[src/rtl/snake_pkg.sv]
// Shared VGA timing constants for the draw pipeline: 800x600 at 40 MHz.
// Latency: none (constants only).
// Backpressure: none.
// Contents: default H/V porch and sync widths, derived line/frame totals, and
// the counter width shared with vga_if.
package snake_pkg;

   localparam int DEF_H_ACTIVE = 800;
   localparam int DEF_H_FP     = 40;
   localparam int DEF_H_SYNC   = 128;
   localparam int DEF_H_BP     = 88;

   localparam int DEF_V_ACTIVE = 600;
   localparam int DEF_V_FP     = 1;
   localparam int DEF_V_SYNC   = 4;
   localparam int DEF_V_BP     = 23;

   localparam int H_TOTAL = DEF_H_ACTIVE + DEF_H_FP + DEF_H_SYNC + DEF_H_BP;  // 1056
   localparam int V_TOTAL = DEF_V_ACTIVE + DEF_V_FP + DEF_V_SYNC + DEF_V_BP;  // 628

   localparam int VGA_CNT_W = 11;

endpackage

[src/rtl/vga_if.sv]
// Pixel-timing bundle consumed by every draw_* stage.
// Latency: none (wires only).
// Backpressure: none; timing is free-running from the source.
// Fields: hcount/vcount pixel position, hsync/vsync active-high syncs,
// hblnk/vblnk blanking strobes. Modport out = timing source, in = draw stage.
interface vga_if;
   import snake_pkg::*;

   logic [VGA_CNT_W-1:0] hcount;
   logic                 hsync;
   logic                 hblnk;
   logic [VGA_CNT_W-1:0] vcount;
   logic                 vsync;
   logic                 vblnk;

   modport out (output hcount, hsync, hblnk, vcount, vsync, vblnk);
   modport in  (input  hcount, hsync, hblnk, vcount, vsync, vblnk);

endinterface

[src/rtl/mod_counter.sv]
// Modulo-MOD up-counter with enable; exposes the post-edge value combinationally.
// Latency: cnt updates on the enabled clk edge; nxt/wrap are same-cycle.
// Backpressure: none; holds when en is low.
// Ports: clk, rst (async active-low), en; cnt (registered count),
// nxt (value cnt takes at the next edge), wrap (en high at MOD-1).
module mod_counter #(
   parameter int MOD = 16,
   parameter int W   = 11
) (
   input  logic         clk,
   input  logic         rst,
   input  logic         en,
   output logic [W-1:0] cnt,
   output logic [W-1:0] nxt,
   output logic         wrap
);

   localparam logic [W-1:0] LAST = W'(MOD - 1);

   assign wrap = en && (cnt == LAST);

   always_comb begin
      nxt = cnt;
      if (en) begin
         nxt = (cnt == LAST) ? '0 : cnt + 1'b1;
      end
   end

   always_ff @(posedge clk or negedge rst) begin
      if (!rst) begin
         cnt <= '0;
      end else begin
         cnt <= nxt;
      end
   end

endmodule

[src/rtl/vga_timing_gen.sv]
// VGA timing source: h/v counters, sync/blank strobes, frame pulse and frame counter.
// Latency: all outputs are flops, updated on clk edges with pix_en high.
// Backpressure: none; pix_en low freezes every output and forces frame_start low.
// Ports: clk, rst (async active-low), pix_en; vga_out (vga_if.out timing bundle),
// frame_start (one-cycle pulse on entering (0,0) after a wrap), frame_cnt (frames mod 2^W).
module vga_timing_gen
   import snake_pkg::*;
#(
   parameter int H_ACTIVE    = DEF_H_ACTIVE,
   parameter int H_FP        = DEF_H_FP,
   parameter int H_SYNC      = DEF_H_SYNC,
   parameter int H_BP        = DEF_H_BP,
   parameter int V_ACTIVE    = DEF_V_ACTIVE,
   parameter int V_FP        = DEF_V_FP,
   parameter int V_SYNC      = DEF_V_SYNC,
   parameter int V_BP        = DEF_V_BP,
   parameter int FRAME_CNT_W = 8
) (
   input  logic                   clk,
   input  logic                   rst,
   input  logic                   pix_en,
   vga_if.out                     vga_out,
   output logic                   frame_start,
   output logic [FRAME_CNT_W-1:0] frame_cnt
);

   localparam int H_TOT = H_ACTIVE + H_FP + H_SYNC + H_BP;
   localparam int V_TOT = V_ACTIVE + V_FP + V_SYNC + V_BP;

   localparam logic [VGA_CNT_W-1:0] HB_START = VGA_CNT_W'(H_ACTIVE);
   localparam logic [VGA_CNT_W-1:0] HS_START = VGA_CNT_W'(H_ACTIVE + H_FP);
   localparam logic [VGA_CNT_W-1:0] HS_END   = VGA_CNT_W'(H_ACTIVE + H_FP + H_SYNC);
   localparam logic [VGA_CNT_W-1:0] VB_START = VGA_CNT_W'(V_ACTIVE);
   localparam logic [VGA_CNT_W-1:0] VS_START = VGA_CNT_W'(V_ACTIVE + V_FP);
   localparam logic [VGA_CNT_W-1:0] VS_END   = VGA_CNT_W'(V_ACTIVE + V_FP + V_SYNC);

   if (H_FP < 1 || H_SYNC < 1 || H_BP < 1 || V_FP < 1 || V_SYNC < 1 || V_BP < 1) begin : g_bad_porch
      $error("vga_timing_gen: every porch and sync width must be >= 1");
   end
   if (H_TOT > (1 << VGA_CNT_W) || V_TOT > (1 << VGA_CNT_W)) begin : g_bad_total
      $error("vga_timing_gen: line/frame total exceeds counter width");
   end

   logic [VGA_CNT_W-1:0] h_cnt, h_nxt, v_cnt, v_nxt;
   logic                 h_wrap, v_wrap;

   mod_counter #(.MOD(H_TOT), .W(VGA_CNT_W)) u_hcnt (
      .clk  (clk),
      .rst  (rst),
      .en   (pix_en),
      .cnt  (h_cnt),
      .nxt  (h_nxt),
      .wrap (h_wrap)
   );

   // The vertical counter steps only on the enabled edge that ends a line.
   mod_counter #(.MOD(V_TOT), .W(VGA_CNT_W)) u_vcnt (
      .clk  (clk),
      .rst  (rst),
      .en   (h_wrap),
      .cnt  (v_cnt),
      .nxt  (v_nxt),
      .wrap (v_wrap)
   );

   logic hsync_q, hblnk_q, vsync_q, vblnk_q;

   // Strobes are decoded from the post-edge counts so they land in the same
   // cycle as the counts they describe.
   always_ff @(posedge clk or negedge rst) begin
      if (!rst) begin
         hsync_q     <= 1'b0;
         hblnk_q     <= 1'b0;
         vsync_q     <= 1'b0;
         vblnk_q     <= 1'b0;
         frame_start <= 1'b0;
         frame_cnt   <= '0;
      end else if (pix_en) begin
         hsync_q     <= (h_nxt >= HS_START) && (h_nxt < HS_END);
         hblnk_q     <= (h_nxt >= HB_START);
         vsync_q     <= (v_nxt >= VS_START) && (v_nxt < VS_END);
         vblnk_q     <= (v_nxt >= VB_START);
         // v_wrap implies h_wrap and pix_en: this edge lands on (0,0) from the last pixel.
         frame_start <= v_wrap;
         if (v_wrap) begin
            frame_cnt <= frame_cnt + 1'b1;
         end
      end else begin
         frame_start <= 1'b0;
      end
   end

   assign vga_out.hcount = h_cnt;
   assign vga_out.vcount = v_cnt;
   assign vga_out.hsync  = hsync_q;
   assign vga_out.hblnk  = hblnk_q;
   assign vga_out.vsync  = vsync_q;
   assign vga_out.vblnk  = vblnk_q;

endmodule

[src/flat_wrapper.sv]
// flat-port wrapper written by rule: the top's interface ports become plain ports
module vga_timing_gen_flat import snake_pkg::*;
#(
   parameter int H_ACTIVE    = DEF_H_ACTIVE,
   parameter int H_FP        = DEF_H_FP,
   parameter int H_SYNC      = DEF_H_SYNC,
   parameter int H_BP        = DEF_H_BP,
   parameter int V_ACTIVE    = DEF_V_ACTIVE,
   parameter int V_FP        = DEF_V_FP,
   parameter int V_SYNC      = DEF_V_SYNC,
   parameter int V_BP        = DEF_V_BP,
   parameter int FRAME_CNT_W = 8
)
  (clk, rst, pix_en, frame_start, frame_cnt, vga_out_hcount, vga_out_hsync, vga_out_hblnk, vga_out_vcount, vga_out_vsync, vga_out_vblnk);
  vga_if vga_out_i ();
  input  logic clk;
  input  logic rst;
  input  logic pix_en;
  output logic frame_start;
  output logic [FRAME_CNT_W-1:0] frame_cnt;
  output wire logic [$bits(vga_out_i.hcount)-1:0] vga_out_hcount;
  output wire logic [$bits(vga_out_i.hsync)-1:0] vga_out_hsync;
  output wire logic [$bits(vga_out_i.hblnk)-1:0] vga_out_hblnk;
  output wire logic [$bits(vga_out_i.vcount)-1:0] vga_out_vcount;
  output wire logic [$bits(vga_out_i.vsync)-1:0] vga_out_vsync;
  output wire logic [$bits(vga_out_i.vblnk)-1:0] vga_out_vblnk;
  assign vga_out_hcount = vga_out_i.hcount;
  assign vga_out_hsync = vga_out_i.hsync;
  assign vga_out_hblnk = vga_out_i.hblnk;
  assign vga_out_vcount = vga_out_i.vcount;
  assign vga_out_vsync = vga_out_i.vsync;
  assign vga_out_vblnk = vga_out_i.vblnk;
  vga_timing_gen #(.H_ACTIVE(H_ACTIVE), .H_FP(H_FP), .H_SYNC(H_SYNC), .H_BP(H_BP), .V_ACTIVE(V_ACTIVE), .V_FP(V_FP), .V_SYNC(V_SYNC), .V_BP(V_BP), .FRAME_CNT_W(FRAME_CNT_W)) u_core (.clk(clk), .rst(rst), .pix_en(pix_en), .vga_out(vga_out_i), .frame_start(frame_start), .frame_cnt(frame_cnt));
endmodule
[config.mk]
export PLATFORM = sky130hd
export DESIGN_NAME = vga_timing_gen_flat
export DESIGN_NICKNAME = d
export VERILOG_FILES = /design/src/rtl/snake_pkg.sv /design/src/rtl/vga_if.sv /design/src/rtl/mod_counter.sv /design/src/rtl/vga_timing_gen.sv /design/src/flat_wrapper.sv
export SDC_FILE = /design/constraint.sdc
export NUM_CORES = 1
export LEC_CHECK = 0
export BUFFER_PORTS_ARGS = -buffer_cell sky130_fd_sc_hd__clkbuf_2
export CAP_MARGIN = 30
export CELL_PAD_IN_SITES_DETAIL_PLACEMENT = 1
export CELL_PAD_IN_SITES_GLOBAL_PLACEMENT = 1
export CORE_UTILIZATION = 42
export CTS_CLUSTER_DIAMETER = 80
export DETAILED_ROUTE_END_ITERATION = 6
export PLACE_DENSITY_LB_ADDON = 0.1
export SLEW_MARGIN = 10
export SYNTH_ARGS = -nofsm -noshare
export SYNTH_HDL_FRONTEND = slang
export SYNTH_SLANG_ARGS = --single-unit
[constraint.sdc]
create_clock -name clk -period 2.9 [get_ports clk]
set_input_delay 0.58 -clock clk [delete_from_list [all_inputs] [get_ports clk]]
set_output_delay 0.58 -clock clk [all_outputs]
set_load 0.005 [all_outputs]
==> results.md, run 1 <==
• 0.225 mV — Peak supply drop
• 198 — number of nets in the synthesized netlist
• 8 — number of gates on the worst path with buffers counted
• 59.3% — worst slew margin relative to its limit
• 1940 µm² — area of the mapped netlist
• 0 — number of maximum-capacitance violations
• 2.92 ns — data arrival time of the worst path
• u_core.u_hcnt.cnt[0] — start of the worst register-to-register path
• 24.1% — GRT Resource Usage Total
• 192 — post-synthesis cell count
• 4 — DR pass1 iterations
• sky130_fd_sc_hd__dfrtp_1 — library cell occupying the most area in the post-synthesis netlist
• 0 — residual overflow from global routing
• 0 — number of pins with negative max-slew slack in the final report
• 1719 — number of global-route vias before repair
• 44.3% — effective utilization at floorplan
• no — unrepaired setup endpoints after global routing
• 0.30 ns — clock latency of the later-clocked register in the worst-skew pair
• 10.1 µm² — average cell area after synthesis
• 24 — standard-cell row count
• 0.07 ns — Worst-path clk slew
• 0 — count of buffers added by post-CTS timing repair for setup
• 0 — Final setup viols
• sky130_fd_sc_hd__or4bb_4 — standard cell with the maximum stage delay on the critical path
• 527 nW/µm² — power density cells
• 5 — maximum fanout along the worst path
• primary input to async pin — min-delay worst type
• 35 — Clock Sink Count
• 0 — detailed-route DRC error count
• 243 — number of nets in the layout
• 8960 µm — wire length of the first global-routing pass
• 0.17 ns — setup slack on the worst flop-to-flop path
• 19.5% — area growth from synthesis to layout
• 18.6 µm — final routed wire length divided by cell count
• 5 — Num CTS Buffers
• 4900 µm² — die area
• 3.09 ns — worst path required time
• 0.00110 µW — Lkg Pwr
• 36 — pin count of the biggest net entering global routing
• 0.605 ns — Tightest Pin Transition
• sky130_fd_sc_hd__clkbuf_2 — leading cell type in the layout, fill and taps excluded
• 0 — count of flip-flops with a built-in enable after synthesis
• 28.7% — layout cells sized above 1
• 100% — share of synthesized flip-flops with an asynchronous set or reset
• 8 — depth of the worst register-to-register path
• 0.835 — GP Congestion
• simple AND/OR/NAND/NOR gates — CP top delay family
• 5370 µm — total length of routed wires
• 1653 — via count
• 0 ns — Total Neg Setup Slack
• sky130_fd_sc_hd__clkbuf_8 — Root Driver
• 0 — # resized after CTS
• 2.73 ns — time the final worst path needs with I/O delays and setup
• 94.0% — final worst path period share
• 0 — cts hold-fix bufs
• 38 — total I/O pin count
• 0 — Antenna diodes
• 2 — CTS H-tree lvls
• 0.61 ns — Worst path max stage delay
• 3830 µm — Detail Placement HPWL
• 2 — number of buffers on the longest clock path
• 0.0115 ns — Post-Route Skew
• ha_1 > or4bb_4 > nor4_4 > nand3_1 > xnor2_4 > nor4bb_1 > nand4_2 > o32ai_1 — worst path cell trace
• sky130_fd_sc_hd__clkbuf_2, sky130_fd_sc_hd__dfrtp_1, sky130_fd_sc_hd__nand2_1 — highest-count cells in the layout ignoring fill and taps
• u_core.vga_out.vsync — worst setup path endpoint
• 0.0953 ns — Worst Hold Margin
• u_core.u_hcnt.cnt[0] — Worst setup startpoint
• flop — CP startpoint kind
• finished clean — status
• 46 — post-synth cell types
• 5.72 — via-per-instance ratio
• flop to flop — critical path type
• 35 — post-synthesis sequential element count
• 45.1% — Seq/Total Area, Yosys
• 70.0 µm — vertical extent of the die
• sky130_fd_sc_hd__dfrtp_1, sky130_fd_sc_hd__xnor2_1, sky130_fd_sc_hd__nand2_1, sky130_fd_sc_hd__nor2_1, sky130_fd_sc_hd__nand3_1 — cell types occupying the most area after synthesis
• u_core.vga_out.vsync — endpoint of the worst-slack reg-to-reg timing path
• sky130_fd_sc_hd__dfrtp_1 — leading register cell type out of synthesis
• 0 — antenna violations before repair
• 70.0 µm — width of the die
• 0 — Buffers & Inverters on Critical Path
• 60 — violation count after the first detailed-route iteration
• 45.1% — post-synth top area share
• 0 — Fin. Hold Viols
• yes — CTS tree
• 4380 µm² — core region area
• 0 — remaining number of nets flagged by the antenna check after routing
• 37 — number of port buffers
• flop — nature of the critical path endpoint
• 367 MHz — maximum clock frequency
• 0 — Synth Warn #
-- through the flow --
step / util (%) / cell area, µm² / total power, µW / worst slack (ns) / std cells
after floorplan: - / 1940 / 751 / 0.230 / 192
after global placement: 50.2 / 2200 / 839 / 0.234 / 281
after detailed placement: 50.2 / 2200 / 856 / 0.138 / 281
after CTS: 52.2 / 2290 / 1220 / 0.0949 / 288
after global routing: 52.9 / 2320 / 1300 / 0.0135 / 289
final: 52.9 / 2320 / 1220 / 0.173 / 289
-- worst min-delay path by stage --
stage                     cells past startpoint  slack (ns)                start                   end
after floorplan                               0        0.28                  rst   u_core.frame_cnt[0]
after CTS                                     1        0.43                  rst  u_core.u_hcnt.cnt[3]
after global placement                        1        0.46  u_core.frame_cnt[7]   u_core.frame_cnt[7]
after global routing                          1        0.08                  rst  u_core.u_vcnt.cnt[8]
final                                         1         0.1                  rst  u_core.u_vcnt.cnt[8]
after detailed placement                      1        0.47  u_core.frame_cnt[7]   u_core.frame_cnt[7]
-- synth_stat cells, drive strengths merged (4+ instances only) --
library cell,n
mux2,4
dfrtp,35
nand3,11
and3,4
xnor2,15
nor4,5
o21ai,7
xor2,6
or3,4
a21oi,7
nand2,22
nand4,8
nor2,18
inv,8
-- sequential cells by signal, indices dropped and copies added (netlist names) --
name and cells:
u_core.frame_cnt 8, u_core.frame_start 1, u_core.u_hcnt.cnt 11, u_core.u_vcnt.cnt 11, u_core.vga_out.hblnk 1, u_core.vga_out.hsync 1, u_core.vga_out.vblnk 1, u_core.vga_out.vsync 1
-- report_power, final --
group	internal [µW]	total, µW	switching [µW]	leakage [µW]
clock	186	363	176	0.0000470
combinational	116	255	138	0.000590
sequential	531	606	75.1	0.000465
total	834	1220	390	0.00110
-- per-layer routing --
layer	GRT usage (%)	up-vias	wire (µm)
met5	0	-	0
met4	9.33	0	105
met3	5.63	13	143
met2	38.5	30	2610
met1	31.6	834	2500
li1	-	776	-
-- cell families after synthesis --
family	after synthesis	share of synthesized area, %
AND/OR/NAND/NOR	88	26.9
flip-flops	35	45.1
AO/OA/AOI/OAI	28	10.1
XOR/XNOR	21	10.4
buffers and inverters	13	2.90
multiplexers	4	2.51
adder cells (fa/ha/maj)	3	1.93
-- final cells by class --
| class | count | area, µm² |
|---|---|---|
| Fill cell | 512 | 2060 |
| Clock inverter | 1 | 5.00 |
| Sequential cell | 35 | 876 |
| Timing Repair Buffer | 43 | 243 |
| Multi-Input combinational cell | 144 | 1020 |
| Inverter | 8 | 30.0 |
| Clock buffer | 6 | 82.6 |
| Tap cell | 52 | 65.1 |
Power figures use the tool's default switching activity.
==> run 2, diff against run 1 <==
--- a/config.mk
+++ b/config.mk
@@ -5,11 +5,12 @@
 export SDC_FILE = /design/constraint.sdc
 export NUM_CORES = 1
 export LEC_CHECK = 0
+export ABC_AREA = 1
 export BUFFER_PORTS_ARGS = -buffer_cell sky130_fd_sc_hd__clkbuf_2
 export CAP_MARGIN = 30
 export CELL_PAD_IN_SITES_DETAIL_PLACEMENT = 1
 export CELL_PAD_IN_SITES_GLOBAL_PLACEMENT = 1
-export CORE_UTILIZATION = 42
+export CORE_UTILIZATION = 41
 export CTS_CLUSTER_DIAMETER = 80
 export DETAILED_ROUTE_END_ITERATION = 6
 export PLACE_DENSITY_LB_ADDON = 0.1
==> results.md, run 2 <==
• flop — CP startpoint kind
• 6 — maximum fanout along the worst path, +1
• 0.08 ns — Worst-path clk slew, about the same
• sky130_fd_sc_hd__clkbuf_8 — Root Driver
• 7.62% — area share of xor/xnor cells in the synthesized design, -2.8 points
• 0.357 ns — Tightest Pin Transition, -0.248 ns
• sky130_fd_sc_hd__dfrtp_1 — library cell occupying the most area in the post-synthesis netlist
• 0.29 ns — clock latency of the later-clocked register in the worst-skew pair, about the same
• 0 — Final setup viols, unchanged
• 30.3% — GR Layer Usage met1, -1.3 points
• 4 — DR pass1 iterations, unchanged
• 0.797 — GP Congestion, -4.5%
• met2 — busiest metal layer after global routing
• 0.00138 µW — Lkg Pwr, +25%
• 74.7 µm — width of the die, +6.8%
• 38.0% — synthesized-area fraction occupied by and/or/nand/nor cells, +11 points
• 328 — number of nets in the layout, +35%
• 100% — share of synthesized flip-flops with an asynchronous set or reset, unchanged
• 38 — total I/O pin count, unchanged
• sky130_fd_sc_hd__nand2_1, sky130_fd_sc_hd__inv_1, sky130_fd_sc_hd__clkbuf_2 — highest-count cells in the layout ignoring fill and taps
• 21.9% — GRT Resource Usage Total, -2.2 points
• u_core.u_vcnt.cnt[1] — start of the worst register-to-register path
• 0 — Fin. Hold Viols, unchanged
• 2.02 ns — time the final worst path needs with I/O delays and setup, -0.707 ns
• flop — nature of the critical path endpoint
• u_core.u_vcnt.cnt[1] — Worst setup startpoint
• 561 nW/µm² — power density cells, +6.3%
• 0.880 ns — Worst Slack Setup Final, +0.707 ns
• sky130_fd_sc_hd__dfrtp_1, sky130_fd_sc_hd__nand2_1, sky130_fd_sc_hd__inv_1, sky130_fd_sc_hd__xor2_1, sky130_fd_sc_hd__nand3_1 — cell types occupying the most area after synthesis
• 13.9 µm — final routed wire length divided by cell count, -25%
• 0 — antenna violations before repair, unchanged
• 674 — fill cell total of the finished layout, +32%
• 5580 µm² — die area, +14%
• 0 — number of pins with negative max-slew slack in the final report, unchanged
• 35.3% — switching share of power, +3.4 points
• flop to flop — critical path type
• 1884 — number of global-route vias before repair, +9.6%
• 74.7 µm — vertical extent of the die, +6.8%
• 2170 µm² — area of the mapped netlist, +12%
• 0 — cts hold-fix bufs, unchanged
• u_core.vga_out.vblnk — endpoint of the worst-slack reg-to-reg timing path
• 18.2% — area growth from synthesis to layout
• 5480 µm — total length of routed wires, +2.2%
• 0 — count of buffers added by post-CTS timing repair for setup, unchanged
• 9070 µm — wire length of the first global-routing pass, +1.3%
• 0 — remaining number of nets flagged by the antenna check after routing, unchanged
• 5110 µm² — core region area, +16%
• 0 — # resized after CTS, unchanged
• 12 — depth of the worst register-to-register path, +4
• 393 — final instance count without filler cells, +36%
• 1.73% — Post-Synth Adder-Cell Area, -0.20 points
• 35 — post-synthesis sequential element count, unchanged
• 4270 µm — Detail Placement HPWL, +11%
• sky130_fd_sc_hd__dfrtp_1 — leading register cell type out of synthesis
• 4.85 — via-per-instance ratio, -15%
• 495 MHz — maximum clock frequency, +35%
• 36 — pin count of the biggest net entering global routing, unchanged
• 31 — post-synth cell types, -33%
• primary input to async pin — min-delay worst type
• 69.7% — final worst path period share, -24 points
• 26 — standard-cell row count, +8.3%
• 41 — violation count after the first detailed-route iteration, -32%
• 34.8% — met2 GRT Util, -3.6 points
• 5 — Num CTS Buffers, unchanged
• 42.4% — effective utilization at floorplan, -1.8 points
• sky130_fd_sc_hd__nand2_1 — most frequent cell after synthesis
• 3.06% — share of the synthesized area in compound gates (AO/OA/AOI/OAI), -7.1 points
• 929 µW — cell-internal power, +11%
• 0.520% — multiplexer area fraction after synthesis, -2.0 points
• 2.20 ns — data arrival time of the worst path, -0.72 ns
• sky130_fd_sc_hd__nand2_1, sky130_fd_sc_hd__inv_1, sky130_fd_sc_hd__dfrtp_1 — commonest cells in the synthesized netlist
• simple AND/OR/NAND/NOR gates — combinational family with the most area after synthesis
• 0.0116 ns — Post-Route Skew, +0.0000322 ns
• u_core.u_hcnt.cnt x11, u_core.u_vcnt.cnt x11, u_core.frame_cnt x8 — Top Registers
• 76.2% — worst slew margin relative to its limit, +17 points
• 1440 µW — Power Total, +17%
• 384 — placed insts, +37%
• 285 — number of nets in the synthesized netlist, +44%
• 0 — number of maximum-capacitance violations, unchanged
• 40.4% — post-synth top area share, -4.7 points
• 0.88 ns — setup slack on the worst flop-to-flop path, +0.71 ns
• yes — CTS tree
• 44.7% — sequential fraction of design power, -4.9 points
• 1905 — via count, +15%
• 0 ns — Total Neg Setup Slack, unchanged
• 0 — count of flip-flops with a built-in enable after synthesis, unchanged
• 26.3% — layout cells sized above 1, -2.4 points
• 31.4% — relative contribution of the clock network to total power, +1.8 points
• 7.77 µm² — average cell area after synthesis, -23%
• 35 — Clock Sink Count, unchanged
• 0 — Antenna diodes, unchanged
• 0.261 mV — Peak supply drop, +16%
• 2 — CTS H-tree lvls, unchanged
• 4.02% — met3 Track Usage GR, -1.6 points
• sky130_fd_sc_hd__nand2_1 — leading cell type in the layout, fill and taps excluded
• 0.740 ns — Post-Place Worst Slack, +0.602 ns
• 50.1% — fin util, -2.8 points
• 40.4% — Seq/Total Area, Yosys, -4.7 points
• finished clean — status
• 37 — number of port buffers, unchanged
• 24.0% — Gate power share, +3.2 points
• 507 µW — P_sw, +30%
• 0 — Synth Warn #, unchanged
• no — unrepaired setup endpoints after global routing
• 2 — number of buffers on the longest clock path, unchanged
• 3.08 ns — worst path required time, about the same
• 0 — residual overflow from global routing, unchanged
• 279 — post-synthesis cell count, +45%
• 0 — detailed-route DRC error count, unchanged
==> run 2: area by class of cell <==
class                           count  area (µm²)  area share (%)
Tap cell                           70        87.6            3.42
Inverter                           47         176            6.89
Clock inverter                      3        43.8            1.71
Multi-Input combinational cell    195        1100            43.1
Sequential cell                    35         876            34.2
Clock buffer                        5        68.8            2.69
Timing Repair Buffer               38         205            8.01
==> run 2: metrics by stage <==
stage                     hold slack [ns]  area (µm²)
final                               0.149        2560
after floorplan                     0.284        2170
after CTS                           0.434        2540
after detailed placement            0.473        2430
after global routing                0.160        2560
after global placement              0.460        2430
==> run 2: critical path, stage by stage (launching register included) <==
cell and delay (ns):
sky130_fd_sc_hd__dfrtp_1 0.41, sky130_fd_sc_hd__ha_1 0.27, sky130_fd_sc_hd__inv_1 0.08, sky130_fd_sc_hd__nor3_1 0.15, sky130_fd_sc_hd__nand3_1 0.29, sky130_fd_sc_hd__nand3_1 0.15, sky130_fd_sc_hd__nor2_1 0.06, sky130_fd_sc_hd__nor2_2 0.11
sky130_fd_sc_hd__inv_1 0.07, sky130_fd_sc_hd__nand2_1 0.07, sky130_fd_sc_hd__nand3_1 0.09, sky130_fd_sc_hd__nor2_1 0.11, sky130_fd_sc_hd__nor2_1 0.05
==> run 2: cells by family (layout without fill, tap and decap cells) <==
logic type               count (synthesis)  count (layout)
AO/OA/AOI/OAI                           10              10
XOR/XNOR                                18              18
adder cells (fa/ha/maj)                  3               3
buffers and inverters                   49              93
flip-flops                              35              35
multiplexers                             1               1
AND/OR/NAND/NOR                        163             163
==> run 2: per-layer routing <==
| metal | vias up | routed length (µm) |
|---|---|---|
| met1 | 917 | 2630 |
| met4 | 0 | 78 |
| met5 | - | 0 |
| met3 | 6 | 200 |
| met2 | 35 | 2580 |
| li1 | 947 | - |
==> run 2: power groups by stage <==
stage | Combinational (µW) | Sequential (µW) | Clock (µW)
6_report | 344 | 641 | 451
5_1_grt | 398 | 656 | 487
4_1_cts | 349 | 642 | 464
3_5_place_dp | 343 | 652 | 0
3_3_place_gp | 334 | 650 | 0
2_1_floorplan | 245 | 624 | 0
==> run 2: how the worst max path moves through the flow <==
| stage | depth (start not counted) | end | slack, ns |
|---|---|---|---|
| finish | 12 | u_core.vga_out.vblnk | 0.88 |
| global route | 11 | u_core.vga_out.vsync | 0.63 |
| CTS | 12 | u_core.vga_out.vblnk | 0.84 |
| detailed placement | 11 | u_core.vga_out.hsync | 0.74 |
| global placement | 11 | u_core.vga_out.hsync | 0.80 |
| floorplan | 12 | u_core.vga_out.vblnk | 1.19 |
